[src/rtl/tr_arbiter.sv]
// Round-robin arbiter for the five TR write-port requesters. It issues one-cycle grants
// and supports locked ownership, which is forcibly released after MAX_LOCK cycles.
module tr_arbiter #(
  parameter int MAX_LOCK = 16
) (
  input  logic       CLK,
  input  logic       reset,
  input  logic [4:0] req,
  input  logic [4:0] lock,
  input  logic       err_clr,
  output logic [4:0] gnt,
  output logic       tr_write,
  output logic [2:0] tr_src,
  output logic       busy,
  output logic       lock_err
);

  typedef enum logic [1:0] {IDLE, GRANT, LOCKED} state_t;

  state_t     state_reg, state_next;
  logic [4:0] gnt_reg, gnt_next;
  logic       tr_write_reg, tr_write_next;
  logic [2:0] tr_src_reg, tr_src_next;
  logic [2:0] ptr_reg, ptr_next;
  logic [7:0] cnt_reg, cnt_next;
  logic       lock_err_reg, lock_err_next;

  logic [4:0] eligible;
  logic       found;
  logic [2:0] win;
  logic [3:0] sum;
  logic       do_arb;
  logic       err_set;

  // The current holder's bit is masked so that one requester cannot take two grants back to back.
  assign eligible = req & ~gnt_reg;

  always_comb begin
    found = 1'b0;
    win   = 3'd0;
    sum   = 4'd0;
    for (int k = 0; k < 5; k++) begin
      sum = {1'b0, ptr_reg} + 4'(k);
      if (sum >= 4'd5) sum = sum - 4'd5;
      if (!found && eligible[sum[2:0]]) begin
        found = 1'b1;
        win   = sum[2:0];
      end
    end
  end

  always_ff @(posedge CLK) begin
    if (!reset) begin
      state_reg    <= IDLE;
      gnt_reg      <= 5'd0;
      tr_write_reg <= 1'b0;
      tr_src_reg   <= 3'd0;
      ptr_reg      <= 3'd0;
      cnt_reg      <= 8'd0;
      lock_err_reg <= 1'b0;
    end else begin
      state_reg    <= state_next;
      gnt_reg      <= gnt_next;
      tr_write_reg <= tr_write_next;
      tr_src_reg   <= tr_src_next;
      ptr_reg      <= ptr_next;
      cnt_reg      <= cnt_next;
      lock_err_reg <= lock_err_next;
    end
  end

  always_comb begin
    state_next    = state_reg;
    gnt_next      = gnt_reg;
    tr_write_next = 1'b0;
    tr_src_next   = tr_src_reg;
    ptr_next      = ptr_reg;
    cnt_next      = cnt_reg;
    do_arb        = 1'b0;
    err_set       = 1'b0;
    case (state_reg)
      IDLE: do_arb = 1'b1;
      GRANT: begin
        if (lock[tr_src_reg]) begin
          state_next    = LOCKED;
          tr_write_next = req[tr_src_reg];
          cnt_next      = 8'd1;
        end else begin
          do_arb = 1'b1;
        end
      end
      LOCKED: begin
        // A lock drop takes priority over the timeout, so a coincident drop never flags an error.
        if (!lock[tr_src_reg]) begin
          do_arb = 1'b1;
        end else if (cnt_reg == 8'(MAX_LOCK)) begin
          do_arb  = 1'b1;
          err_set = 1'b1;
        end else begin
          cnt_next      = cnt_reg + 8'd1;
          tr_write_next = req[tr_src_reg];
        end
      end
      default: do_arb = 1'b1;
    endcase
    if (do_arb) begin
      cnt_next = 8'd0;
      if (found) begin
        state_next    = GRANT;
        gnt_next      = 5'(5'b00001 << win);
        tr_write_next = 1'b1;
        tr_src_next   = win;
        ptr_next      = (win == 3'd4) ? 3'd0 : win + 3'd1;
      end else begin
        state_next = IDLE;
        gnt_next   = 5'd0;
      end
    end
    lock_err_next = err_clr ? 1'b0 : (lock_err_reg | err_set);
  end

  always_comb begin
    gnt      = gnt_reg;
    tr_write = tr_write_reg;
    tr_src   = tr_src_reg;
    busy     = (state_reg != IDLE);
    lock_err = lock_err_reg;
  end

endmodule

[config.mk]
export PLATFORM = sky130hd
export DESIGN_NAME = tr_arbiter
export DESIGN_NICKNAME = d
export VERILOG_FILES = /design/src/rtl/tr_arbiter.sv
export SDC_FILE = /design/constraint.sdc
export NUM_CORES = 1
export LEC_CHECK = 0
export CORE_MARGIN = 1.5
export CORE_UTILIZATION = 58
export DETAILED_ROUTE_END_ITERATION = 7
export PLACE_DENSITY = 0.85
export SLEW_MARGIN = 15
export SYNTH_ARGS = -nofsm -noshare
export SYNTH_HDL_FRONTEND = slang
export SYNTH_SLANG_ARGS = --single-unit
[constraint.sdc]
create_clock -name CLK -period 4.4 [get_ports CLK]
set_input_delay 0.88 -clock CLK [delete_from_list [all_inputs] [get_ports CLK]]
set_output_delay 0.88 -clock CLK [all_outputs]
set_load 0.05 [all_outputs]
==> flow_summary.yaml, run 1 <==
timing:
  worst_pin_slew_ns: 0.699
  rsz0062_at_grt: "false"
  worst_clock_skew_ns: 0.00458
  finalSetupTns_ns: 0
  min_period_over_period: 0.940
  finalHoldViolations: 0
  drv_slew: 0
  timing.hold.ws_ns: 0.528
  relSlewSlack: 0.530
  fmax_mhz: 242
  setup_viol: 0
  fin_crit_ns: 4.13
placed_design:
  gp_congestion: 0.949
  port_buffers: 23
  dpl_cell_area_um2: 2660
  dpl.hpwl_mm: 4.79
detailed_routing:
  viasPerCell: 6.15
  drtPass1Iterations: 4
  vias: 2252
  totalWireLength_mm: 6.09
  drt_iter0_drc: 162
  ant_nets: 0
  drc: 0
  avgRoutedWirePerCell_um: 16.6
critical_path:
  rr_startpoint: "ptr_reg[0]"
  cp-startpoint: "ptr_reg[0]"
  crit_type: "register to register"
  start_kind: "register"
  critPathMaxFanout: 9
  r2r_cells: 15
  worst_setup_path_end_kind: "register"
  worstPathArrival_ns: 4.35
  required_ns: 4.62
global_route:
  grt.overflow.total: 0
  grt_max_degree: 13
  grt_pass1_vias: 2147
  met3_usage: 0.0136
  top_usage_layer: "met2"
  antenna_found_initial: 0
  grt_first_pass_wirelength_mm: 9.97
  grt_util_met2: 0.539
  track_usage: 0.296
  gr-usage-met1: 0.366
yosys:
  synth_ff_type: "dfxtp_1"
  synth_area_um2: 2300
  ys_top_cells_by_count: "28 x nor2_1, 23 x dfxtp_1, 17 x ha_1, 17 x inv_1, 14 x nor3_1"
  mappedNetlistNets: 318
  async_reset_ff_frac: 0
  synth_top_area_share: 0.200
  synth.top_cells.by_area: "dfxtp_1 20%, ha_1 9.2%, nor2_1 4.6%"
  synth_edf_count: 0
  synthCells: 287
  synth-seq-cells: 23
  synth.largest_area_cell: "dfxtp_1"
  syn_area_per_cell_um2: 8.03
  yosysWarningCount: 0
  yosysMostFrequentCell: "nor2_1"
  yosysSeqAreaShare: 0.200
  ys_types: 70
cells_and_area:
  drive_above_1_share: 0.119
  largest_reg_flops: 8
  num-nets-final: 350
  n_antenna_cell: 0
  syn2layout_area_growth_pct: 17.8
  stdcell_area_um2: 2720
power_and_ir_drop:
  power_density_nw_per_um2: 764
  power.leakage_nw: 1.12
  peakVddDrop_mv: 0.525
clock_network:
  cts-hold-fix-buffers: 0
  cts.sinks: 23
  postCtsSetupRepairBufs: 0
  clk-insertion-delay-late_ns: 0.27
  clk_path_buf_depth: 2
  clockRootBuffer: "clkbuf_8"
  cts_tree: "yes"
  post_cts_resized: 0
  clkTransAtPathRegs_ns: 0.08
  numCtsBuffers: 3
  htree_num_levels: 1
floorplan:
  dieHeight_um: 66.0
  die_w_um: 66.0
  num_rows: 22
  ios: 24
  initial_core_util: 0.616
  die_area_um2: 4360
  core_area_um2: 3740
worst_hold_path:
  hp-start: "gnt[1]"
  min_path_type: "register to register"
  hold_depth: 1
run_status:
  status: "complete, no violations"
run:
  cap_violations: 0
==> layer usage <==
layer,routed length [µm],vias up
met3,193,11
met2,3080,59
met1,2700,1060
li1,-,1122
met5,0,-
met4,114,0
==> cells by family after synthesis <==
kind of cell | Yosys count | share of synthesized area
buffers and inverters | 31 | 0.0570
AO/OA/AOI/OAI | 80 | 0.263
XOR/XNOR | 14 | 0.0565
adder cells (fa/ha/maj) | 18 | 0.101
multiplexers | 11 | 0.0537
flip-flops | 23 | 0.200
AND/OR/NAND/NOR | 110 | 0.269
==> placed cells by master (no fill, tap or decap), types with 3 or more instances in the layout <==
| cell type | n |
|---|---|
| a21boi_1 | 3 |
| a21o_1 | 3 |
| a21oi_1 | 12 |
| a31oi_1 | 5 |
| a32o_1 | 3 |
| and2_1 | 4 |
| and3_1 | 8 |
| and4_1 | 4 |
| buf_4 | 17 |
| clkbuf_8 | 3 |
| clkdlybuf4s50_1 | 23 |
| dfxtp_1 | 23 |
| ha_1 | 15 |
| inv_1 | 17 |
| mux2i_1 | 9 |
| nand2_1 | 11 |
| nand2b_1 | 7 |
| nand3_1 | 3 |
| nand3b_1 | 3 |
| nand4_1 | 3 |
| nor2_1 | 28 |
| nor2b_1 | 9 |
| nor3_1 | 14 |
| nor3b_1 | 3 |
| o211ai_1 | 3 |
| o21a_1 | 5 |
| o21ai_0 | 12 |
| o31ai_1 | 3 |
| xnor2_1 | 7 |
| xor2_1 | 6 |
==> critical path: stages, from the launching register on <==
cell,delay (ns)
dfxtp_1,0.60
inv_2,0.14
ha_2,0.24
and3b_1,0.21
o31ai_4,0.25
xor2_2,0.29
mux2i_1,0.18
or4_4,0.51
nor4_2,0.30
a21oi_1,0.10
ha_1,0.25
and2_1,0.15
a41o_1,0.20
a41oi_1,0.32
and3_1,0.22
o21a_1,0.11
==> final cells by class <==
cell class                      instances  area [µm²]
Clock buffer                            4        45.0
Fill cell                             311        1030
Inverter                               18        67.6
Multi-Input combinational cell        233        1720
Sequential cell                        23         460
Tap cell                               48        60.1
Timing Repair Buffer                   40         358
==> path summary, 6_finish.rpt <==
| path | to | slack [ns] |
|---|---|---|
| worst min register to register | gnt[1] | 0.53 |
| worst min-delay path | gnt[1] | 0.53 |
| worst max register to register | ptr_reg[0] | 0.27 |
| worst max-delay path | ptr_reg[0] | 0.27 |
==> where the power goes <==
| group | internal [mW] | switching [mW] | leakage, nW |
|---|---|---|---|
| logic | 0.697 | 0.934 | 0.910 |
| registers | 0.254 | 0.0612 | 0.188 |
| clock network | 0.0647 | 0.0648 | 0.0228 |
==> per-stage QoR <==
stage | util | power, mW | worst slack, ns | instances
after detailed placement | 0.710 | 1.90 | 0.179 | 362
after floorplan | - | 1.45 | 0.370 | 287
after global placement | 0.710 | 1.88 | 0.264 | 362
final | 0.725 | 2.07 | 0.265 | 366
after global routing | 0.725 | 2.24 | 0.0128 | 366
after CTS | 0.722 | 2.04 | 0.226 | 366
Power figures use the tool's default switching activity.
==> inputs of run 2 (changes only) <==
--- a/config.mk
+++ b/config.mk
@@ -6,9 +6,9 @@
 export NUM_CORES = 1
 export LEC_CHECK = 0
 export CORE_MARGIN = 1.5
-export CORE_UTILIZATION = 58
+export CORE_UTILIZATION = 52
 export DETAILED_ROUTE_END_ITERATION = 7
-export PLACE_DENSITY = 0.85
+export PLACE_DENSITY = 0.81
 export SLEW_MARGIN = 15
 export SYNTH_ARGS = -nofsm -noshare
 export SYNTH_HDL_FRONTEND = slang
==> constraint.sdc (replaced) <==
create_clock -name CLK -period 3.5 [get_ports CLK]
set_input_delay 0.7 -clock CLK [delete_from_list [all_inputs] [get_ports CLK]]
set_output_delay 0.7 -clock CLK [all_outputs]
set_load 0.05 [all_outputs]
==> run 2 against run 1 <==
  * The flow now finishes with violations (negative setup slack)
  * Core utilization is 5.8 points higher
  * First-iteration DRC count is 30% higher
  * Critical path depth is 1 lower
  * Die area is 11% higher
  * Via count is 14% higher
  * Count of clock-buffer cells in the layout is 1 lower
  * Critical endpoint is now ptr_reg[1]
  * Largest power group unchanged
  * Highest routed layer unchanged
==> flow_summary.yaml, run 2 (synthesis results as in run 1) <==
global_route:
  grt_first_pass_wirelength_mm: 11.8
  grt_max_degree: 17
  antenna_found_initial: 0
  grt_pass1_vias: 2483
  track_usage: 0.296
  grt.overflow.total: 0
placed_design:
  port_buffers: 23
  dpl.hpwl_mm: 5.22
  gp_congestion: 1.10
  dp_cells: 401
critical_path:
  worst_setup_path_end_kind: "register"
  start_kind: "input pin"
  required_ns: 3.67
  cpPeakStageDelay_ns: 0.46
  crit_type: "input pin to register"
  crit_chain: "clkdlybuf4s50_1, nor2b_1, and3_1, o32ai_2, nand2_1, or4_4, nor4_4, a21oi_2, ha_2, and2_1, a41o_1, a41oi_2, nand3b_1, a21boi_1"
  crit_buf_inv: 1
  critPathMaxFanout: 4
  worstPathArrival_ns: 3.84
  crit_path_top_delay_cell: "or4_4"
  crit_family: "simple AND/OR/NAND/NOR gates"
floorplan:
  die_w_um: 69.6
  dieHeight_um: 69.6
  initial_core_util: 0.537
  core_area_um2: 4290
  ios: 24
  die_area_um2: 4840
  num_rows: 24
power_and_ir_drop:
  total_power_mw: 3.44
  power_density_nw_per_um2: 1020
  peakVddDrop_mv: 0.481
  power.leakage_nw: 1.40
worst_hold_path:
  min_path_type: "register to register"
timing:
  relSlewSlack: 0.640
  fmax_mhz: 273
  fin_crit_ns: 3.66
  finalSetupTns_ns: -0.436
  min_period_over_period: 1.05
  drv_slew: 0
  fin_ws_ns: -0.163
  worst_pin_slew_ns: 0.536
  finalHoldViolations: 0
  worst_clock_skew_ns: 0.00538
  rsz0062_at_grt: "true"
  setup_viol: 4
  timing.hold.ws_ns: 0.508
cells_and_area:
  final-seq-area_um2: 472
  n_antenna_cell: 0
  largest_reg_flops: 8
  syn2layout_area_growth_pct: 45.9
  fill_cells: 286
  multi_input_area_um2: 1980
  final_cell_count_no_fill: 417
  layout_common_cells: "63 x buf_4, 28 x nor2_1, 22 x clkdlybuf4s50_1, 20 x dfxtp_1"
  final_common_cell: "buf_4"
  num-nets-final: 397
  drive_above_1_share: 0.345
clock_network:
  htree_num_levels: 1
  clk-insertion-delay-late_ns: 0.26
  cts-hold-fix-buffers: 0
  clk_path_buf_depth: 2
  numCtsBuffers: 3
  cts.sinks: 23
  cts_tree: "yes"
  clockRootBuffer: "clkbuf_8"
  clkTransAtPathRegs_ns: 0.09
detailed_routing:
  viasPerCell: 6.15
  drt_iter0_drc: 210
  vias: 2563
  totalWireLength_mm: 7.55
  drc: 0
  avgRoutedWirePerCell_um: 18.1
  drtPass1Iterations: 5
  ant_nets: 0
run_status:
  status: "finished, violations left"
  failed_checks: "negative setup slack"
run:
  cap_violations: 0
[run 2: cell count changes in the layout (fill, tap and decap cells not counted), moves of 5 or more]
cell / before / now
buf_4: 17 / 63
ha_1: 15 / 10
a21oi_1: 12 / 7
a21oi_2: 0 / 5
ha_4: 0 / 5
[run 2: final timing paths]
kind	startpoint	to	slack [ns]	cells after the start
max	req[0]	ptr_reg[1]	-0.16	14
min	state_reg[1]	state_reg[1]	0.51	1
max reg2reg	ptr_reg[0]	ptr_reg[1]	-0.14	15
min reg2reg	state_reg[1]	state_reg[1]	0.51	1
[run 2: power breakdown]
part / internal (mW) / leakage (nW) / switching [mW]
Sequential: 0.324 / 0.190 / 0.0771
Combinational: 1.35 / 1.19 / 1.52
Clock: 0.0810 / 0.0260 / 0.0871
Total: 1.76 / 1.40 / 1.68
[run 2: layout make-up]
| class | instances | area share |
|---|---|---|
| multi-input cells | 233 | 0.590 |
| repair buffers | 87 | 0.213 |
| flip-flops and latches | 23 | 0.140 |
| inverters | 18 | 0.0231 |
| well taps | 52 | 0.0193 |
| clock buffers | 3 | 0.0123 |
| clock inverters | 1 | 0.00186 |
[run 2: worst reg2reg max path: cells and delay by family, from the launching register on]
kind,cells,cell delay [ns]
fa+ha+maj,2,0.37
buf+inv,1,0.15
simple gates,5,1.12
compound gates,7,1.52
flops,1,0.39
[run 2: metal layers]
layer | GRT usage | vias up | part of all wire
met3 | 0.0465 | 36 | 0.044
met1 | 0.361 | 1216 | 0.42
met2 | 0.544 | 102 | 0.50
li1 | - | 1209 | -
met5 | 0 | - | 0
met4 | 0.0675 | 0 | 0.040
[run 2: per-stage QoR]
stage | setup WS (ns) | area [µm²] | util
2_1_floorplan | -0.0374 | 2430 | -
3_3_place_gp | -0.199 | 3030 | 0.705
3_5_place_dp | -0.277 | 3030 | 0.705
4_1_cts | -0.0242 | 3280 | 0.764
5_1_grt | -0.239 | 3360 | 0.783
6_report | -0.163 | 3360 | 0.783
[run 2: timing repair]
action                                  4_1_cts  5_1_grt
buffers inserted                              9        3
endpoints found under the setup margin        4        4
gates resized for setup                      28       14
pin swaps                                    18       13
